--- src/rtl/phase_pkg.sv ---
// Shared constants and types for the phase-unwrapping path.
// Phase scale is 2^CORDIC_SCALE_BITS LSBs per radian, so PI_VAL and TWO_PI_VAL
// are pi and 2*pi in wrapped-phase LSBs.
package phase_pkg;

  localparam int CORDIC_SCALE_BITS = 23;
  localparam int PHI_WIDTH         = 26;
  localparam int PI_VAL            = 26353589;
  localparam int TWO_PI_VAL        = 52707178;

  // Encoded as the two's-complement value of the correction sign, so the
  // bits can be sign-extended straight into the wrap counter arithmetic.
  typedef enum logic [1:0] {
    WRAP_NONE = 2'b00,
    WRAP_POS  = 2'b01,
    WRAP_NEG  = 2'b11
  } wrap_dir_t;

  typedef enum logic {
    ST_FIRST = 1'b0,
    ST_TRACK = 1'b1
  } unwrap_state_t;

  // Largest wrap count whose offset, plus a worst-case +/-pi sample, still
  // fits in a signed out_width-bit result.
  function automatic int wrap_limit(input int out_width, input int pi_val,
                                    input int two_pi_val);
    longint max_out;
    max_out = (longint'(1) <<< (out_width - 1)) - 1;
    return int'((max_out - longint'(pi_val)) / longint'(two_pi_val));
  endfunction

endpackage

--- src/rtl/wrap_detect.sv ---
// Combinational wrap-direction classifier.
// Compares a wrapped phase sample against the previous one and reports which
// 2*pi correction keeps the phase continuous.
// Ports:
//   phi      - current wrapped phase (signed)
//   phi_prev - previous wrapped phase (signed)
//   dir      - WRAP_NEG if the step exceeds +pi, WRAP_POS if below -pi,
//              otherwise WRAP_NONE (a step of exactly +/-pi is not a wrap)
module wrap_detect
  import phase_pkg::*;
#(
  parameter int PHI_WIDTH = phase_pkg::PHI_WIDTH,
  parameter int PI_VAL    = phase_pkg::PI_VAL
) (
  input  logic signed [PHI_WIDTH-1:0] phi,
  input  logic signed [PHI_WIDTH-1:0] phi_prev,
  output wrap_dir_t                   dir
);

  localparam logic signed [PHI_WIDTH:0] PI_POS = (PHI_WIDTH+1)'(PI_VAL);
  localparam logic signed [PHI_WIDTH:0] PI_NEG = -PI_POS;

  logic signed [PHI_WIDTH:0] delta;

  // One extra bit makes the difference of two in-range samples exact.
  always_comb begin
    delta = {phi[PHI_WIDTH-1], phi} - {phi_prev[PHI_WIDTH-1], phi_prev};
    dir   = WRAP_NONE;
    if (delta > PI_POS) begin
      dir = WRAP_NEG;
    end else if (delta < PI_NEG) begin
      dir = WRAP_POS;
    end
  end

endmodule

--- src/rtl/phase_unwrapper.sv ---
// Phase unwrapper: turns the wrapped CORDIC phase stream into a continuous
// phase by accumulating 2*pi corrections across +/-pi crossings.
// Ports:
//   clk_i, reset_i - clock and synchronous active-high reset
//   phi_i, valid_i - wrapped phase sample and its one-cycle strobe
//   clear_i        - resync: the next accepted sample restarts at offset 0
//   unwrapped_o    - unwrapped phase, valid_o strobes two cycles after valid_i
//   wrap_count_o   - signed net number of corrections applied
//   overflow_o     - sticky, set when a correction was suppressed at the limit
module phase_unwrapper
  import phase_pkg::*;
#(
  parameter int PHI_WIDTH  = phase_pkg::PHI_WIDTH,
  parameter int OUT_WIDTH  = 32,
  parameter int PI_VAL     = phase_pkg::PI_VAL,
  parameter int TWO_PI_VAL = phase_pkg::TWO_PI_VAL
) (
  input  logic                        clk_i,
  input  logic                        reset_i,
  input  logic signed [PHI_WIDTH-1:0] phi_i,
  input  logic                        valid_i,
  input  logic                        clear_i,
  output logic signed [OUT_WIDTH-1:0] unwrapped_o,
  output logic                        valid_o,
  output logic signed [7:0]           wrap_count_o,
  output logic                        overflow_o
);

  localparam int WRAP_LIMIT = wrap_limit(OUT_WIDTH, PI_VAL, TWO_PI_VAL);
  localparam logic signed [8:0] LIMIT_POS = 9'(WRAP_LIMIT);
  localparam logic signed [8:0] LIMIT_NEG = -LIMIT_POS;
  localparam logic signed [OUT_WIDTH-1:0] TWO_PI_OUT = OUT_WIDTH'(TWO_PI_VAL);

  unwrap_state_t state, state_next;

  logic signed [PHI_WIDTH-1:0] phi_prev;
  logic signed [PHI_WIDTH-1:0] phi_s1;
  wrap_dir_t                   dir_raw, sample_dir, dir_s1;
  logic                        valid_s1;

  logic signed [OUT_WIDTH-1:0] offset, offset_next, phi_ext;
  logic signed [7:0]           wrap_count, wrap_count_next;
  logic signed [8:0]           wrap_sum;
  logic                        wrap_fits, wrap_apply, wrap_suppress;

  wrap_detect #(
    .PHI_WIDTH(PHI_WIDTH),
    .PI_VAL   (PI_VAL)
  ) u_wrap_detect (
    .phi     (phi_i),
    .phi_prev(phi_prev),
    .dir     (dir_raw)
  );

  always_ff @(posedge clk_i) begin
    if (reset_i) begin
      state <= ST_FIRST;
    end else begin
      state <= state_next;
    end
  end

  // A sample arriving with clear_i is the new first sample, so it carries no
  // correction and still moves the FSM on to TRACK.
  always_comb begin
    state_next = state;
    sample_dir = WRAP_NONE;
    if (valid_i) begin
      state_next = ST_TRACK;
    end else if (clear_i) begin
      state_next = ST_FIRST;
    end
    if (state == ST_TRACK && !clear_i) begin
      sample_dir = dir_raw;
    end
  end

  // Stage 1: phi_prev follows every accepted sample immediately so that
  // back-to-back samples classify against the right predecessor.
  always_ff @(posedge clk_i) begin
    if (reset_i) begin
      valid_s1 <= 1'b0;
      phi_s1   <= '0;
      dir_s1   <= WRAP_NONE;
      phi_prev <= '0;
    end else begin
      valid_s1 <= valid_i;
      if (valid_i) begin
        phi_s1   <= phi_i;
        dir_s1   <= sample_dir;
        phi_prev <= phi_i;
      end
    end
  end

  // Stage 2 correction: a wrap that would push the count past the limit is
  // dropped, holding the offset so the output stays representable.
  always_comb begin
    wrap_sum        = {wrap_count[7], wrap_count} + {{7{dir_s1[1]}}, dir_s1};
    wrap_fits       = (wrap_sum <= LIMIT_POS) && (wrap_sum >= LIMIT_NEG);
    wrap_apply      = valid_s1 && (dir_s1 != WRAP_NONE) && wrap_fits;
    wrap_suppress   = valid_s1 && (dir_s1 != WRAP_NONE) && !wrap_fits;
    offset_next     = offset;
    wrap_count_next = wrap_count;
    if (wrap_apply) begin
      wrap_count_next = wrap_sum[7:0];
      if (dir_s1 == WRAP_POS) begin
        offset_next = offset + TWO_PI_OUT;
      end else begin
        offset_next = offset - TWO_PI_OUT;
      end
    end
    phi_ext = {{(OUT_WIDTH-PHI_WIDTH){phi_s1[PHI_WIDTH-1]}}, phi_s1};
  end

  // clear_i only resets the accumulator; the sample leaving stage 1 on that
  // same edge still uses the pre-clear offset.
  always_ff @(posedge clk_i) begin
    if (reset_i) begin
      valid_o     <= 1'b0;
      unwrapped_o <= '0;
      offset      <= '0;
      wrap_count  <= '0;
      overflow_o  <= 1'b0;
    end else begin
      valid_o <= valid_s1;
      if (valid_s1) begin
        unwrapped_o <= phi_ext + offset_next;
      end
      if (clear_i) begin
        offset     <= '0;
        wrap_count <= '0;
        overflow_o <= 1'b0;
      end else begin
        offset     <= offset_next;
        wrap_count <= wrap_count_next;
        if (wrap_suppress) begin
          overflow_o <= 1'b1;
        end
      end
    end
  end

  assign wrap_count_o = wrap_count;

endmodule

--- config.mk ---
export PLATFORM = sky130hd
export DESIGN_NAME = phase_unwrapper
export DESIGN_NICKNAME = d
export VERILOG_FILES = /design/src/rtl/phase_pkg.sv /design/src/rtl/wrap_detect.sv /design/src/rtl/phase_unwrapper.sv
export SDC_FILE = /design/constraint.sdc
export NUM_CORES = 1
export LEC_CHECK = 0
export BUFFER_PORTS_ARGS = -buffer_cell sky130_fd_sc_hd__buf_2
export CAP_MARGIN = 20
export CORE_ASPECT_RATIO = 0.8
export CORE_MARGIN = 2
export CORE_UTILIZATION = 50
export CTS_CLUSTER_SIZE = 14
export DETAILED_ROUTE_END_ITERATION = 8
export PLACE_DENSITY_LB_ADDON = 0.15
export SETUP_SLACK_MARGIN = 0.1
export SLEW_MARGIN = 20
export SYNTH_ARGS = -nofsm -noshare
export SYNTH_HDL_FRONTEND = slang
export SYNTH_HIERARCHICAL = 1
export SYNTH_SLANG_ARGS = --single-unit
export TNS_END_PERCENT = 10
--- constraint.sdc ---
create_clock -name clk_i -period 7.6 [get_ports clk_i]
set_input_delay 1.14 -clock clk_i [delete_from_list [all_inputs] [get_ports clk_i]]
set_output_delay 1.14 -clock clk_i [all_outputs]
set_load 0.02 [all_outputs]
==> summary.txt <==
Synth
  – Post-Synthesis Cells: 1106
  – Yosys reg bits: 103
  – Sequential area share after synthesis: 23.1%
  – Syn_nets: 1233
  – Post-synth cell types: 78
  – Main synth FF type: dfxtp_1
  – Average cell area after synthesis: 8.06 sq um
  – Syn. warnings: 6
  – Fraction of registers with async set/reset: 0%
  – Post-synth EDFFs: 0
  – Cell area after synthesis: 8910 sq um

Detailed routing
  – WL met3: 1310 um
  – Average routed wire per standard cell: 16.5 um
  – Met2 routed WL: 9050 um
  – Drt via density: 5.79
  – Drt drc: 0
  – DR pass1 iterations: 5
  – Top Layer Used: met4
  – Initial DRC count: 502
  – Drt total wl: 22800 um
  – Antenna viol nets, final: 0
  – Metal-1 WL: 12300 um
  – Vias after detailed routing: 8001

Final layout
  – Most common cell after layout, fill and taps aside: nor2_1
  – FF+latch area: 2060 sq um
  – P&R area growth vs syn: 8.65%
  – Layout cell share with drive strength beyond 1: 11.9%
  – Non-filler cells, final: 1382
  – FILL cells: 1618
  – Multi-input logic area: 6460 sq um
  – Commonest non-fill, non-tap cells in the layout: nor2_1 (140), dfxtp_1 (102), a21oi_1 (94)
  – Diode count: 0
  – Final Net Count: 1279
  – Design Area, Final: 9680 sq um

Critical path
  – Critical Path Fanout Max: 40
  – Worst path required time: 7900 ps
  – Critical Path Start: dir_s1[1]
  – Critical path endpoint category: register
  – CP Launch Type: register
  – Worst EP arrival: 6750 ps
  – Kind of critical path: register to register
  – Reg-to-reg startpoint: dir_s1[1]

CTS
  – Clk sinks: 103
  – Number of CTS-inserted buffers: 9
  – Setup Fix Bufs, Post-CTS: 0
  – CTS root buf: clkbuf_16
  – Resized cells post-CTS: 0
  – Hold_buf cts: 0
  – Max Root-Sink Buffers: 2
  – CTS tree: yes
  – H-tree depth: 3
  – Later-pin clock latency in the skew report: 360 ps
  – Clock-pin slew on the worst setup and hold paths: 80 ps

Floorplan
  – Core Area: 17400 sq um
  – Die Area: 18900 sq um
  – Die H: 123 um
  – Starting Density: 51.3%
  – Horiz. Die Dim: 153 um
  – Top Ports: 72
  – Rows: 43

STA
  – Endpoints failing hold: 0
  – Worst Tran Pin Value: 884 ps
  – Max Fclk: 0.155 GHz
  – Final worst-path cycle share: 84.9%
  – Max-Slew Margin vs Limit: 41.1%
  – Fin. max-slew vios: 0
  – Worst clock skew: 11.7 ps
  – Crit path time final: 6450 ps
  – RSZ-0062 raised after global routing: no
  – Setup tns final: 0 ps
  – Final setup fails: 0

Power
  – Pwr dens: 143 nW/um^2
  – Peak supply drop: 0.000105 V
  – Post-layout power: 0.00138 W
  – Static Leak: 4.46 nW

Job
  – Max-Cap Viols: 0

Run status
  – Outcome: completed

Global route
  – First-pass GRT wire length: 36600 um
  – Initial antenna violation count: 0
  – GRT Residual Overflow: 0
  – Vias in the first global route: 7104
  – Total GRT Usage: 24.0%
  – Largest net degree at the start of global routing: 67

Placed design
  – Port bufs: 71
  – Placed insts: 1366
  – RD Place Congestion: 0.914
  – Placed Area: 9400 sq um
  – DP Wirelength: 18000 um

Hold path
  – Worst hold start: state
  – Worst min-delay path category: register to register
-- critical path: stages (launching register included) --
cell and delay, ps:
dfxtp_1 590, ha_1 360, and3_1 220, a22oi_1 330, a21oi_2 110, xnor2_1 160, or4_4 550, a21oi_4 270
buf_4 490, mux2_2 400, ha_1 320, nor2b_1 160, o31a_1 290, o21ai_1 430, o21ai_0 250, o221ai_1 380
mux2i_1 130, o2111ai_1 190, or4b_2 610, nand4_1 100
-- layout make-up --
type | instances | share of cell area, %
multi-input combinational | 906 | 66.7
clock buffer | 9 | 2.33
tap | 225 | 2.91
timing repair buffer | 75 | 3.98
sequential | 103 | 21.3
inverter | 57 | 2.21
clock inverter | 7 | 0.556
-- synthesized netlist by cell type (all sizes together), types with 19 or more instances --
cell type / number / area share, %
a21o: 33 / 2.8
a21oi: 96 / 5.6
and2: 31 / 2.2
clkbuf: 24 / 1.0
dfxtp: 103 / 23
ha: 93 / 13
inv: 56 / 2.4
mux2: 23 / 2.9
mux2i: 56 / 6.3
nand2: 55 / 2.3
nand3: 27 / 1.5
nand4: 19 / 1.3
nor2: 140 / 5.9
o21ai: 53 / 3.0
xnor2: 57 / 5.6
xor2: 21 / 2.1
-- cells by family after synthesis --
family          count (synthesis)  synth area share (%)
fa+ha+maj                      97                  14.0
xor+xnor                       78                  7.67
flops                         103                  23.1
mux                            79                  9.20
simple gates                  360                  19.8
buf+inv                        97                  4.38
compound gates                292                  21.9
-- metrics by stage --
step / util [%] / hold slack [ps] / setup slack, ps
final: 55.7 / 451 / 1150
after global routing: 55.7 / 489 / 775
after CTS: 55.7 / 451 / 1210
after detailed placement: 54.1 / 433 / 1260
after global placement: 54.1 / 427 / 1390
after floorplan: - / 418 / 1970
-- per-layer routing --
layer / vias to the layer above / GRT usage [%]
li1: 4090 / -
met1: 3683 / 37.3
met2: 213 / 34.7
met3: 15 / 4.24
met4: 0 / 3.99
met5: - / 0
-- registers in the layout, indices dropped and copies added (netlist names) --
name          flops
valid_s1          1
wrap_count_o      8
dir_s1            2
state             1
valid_o           1
phi_s1           26
offset           31
unwrapped_o      32
overflow_o        1
-- worst paths after layout --
path	cells after the start	endpoint	slack, ps
worst min register to register	1	state	450
worst max-delay path	19	unwrapped_o[31]	1150
worst min-delay path	1	state	450
worst max register to register	19	unwrapped_o[31]	1150
-- power breakdown --
part / leakage, nW / internal (W) / total [W] / switching, W
combinational: 3.49 / 0.000142 / 0.000353 / 0.000212
sequential: 0.838 / 0.000555 / 0.000575 / 0.0000203
clock: 0.134 / 0.000226 / 0.000455 / 0.000228
total: 4.46 / 0.000923 / 0.00138 / 0.000460
Power figures use the tool's default switching activity.
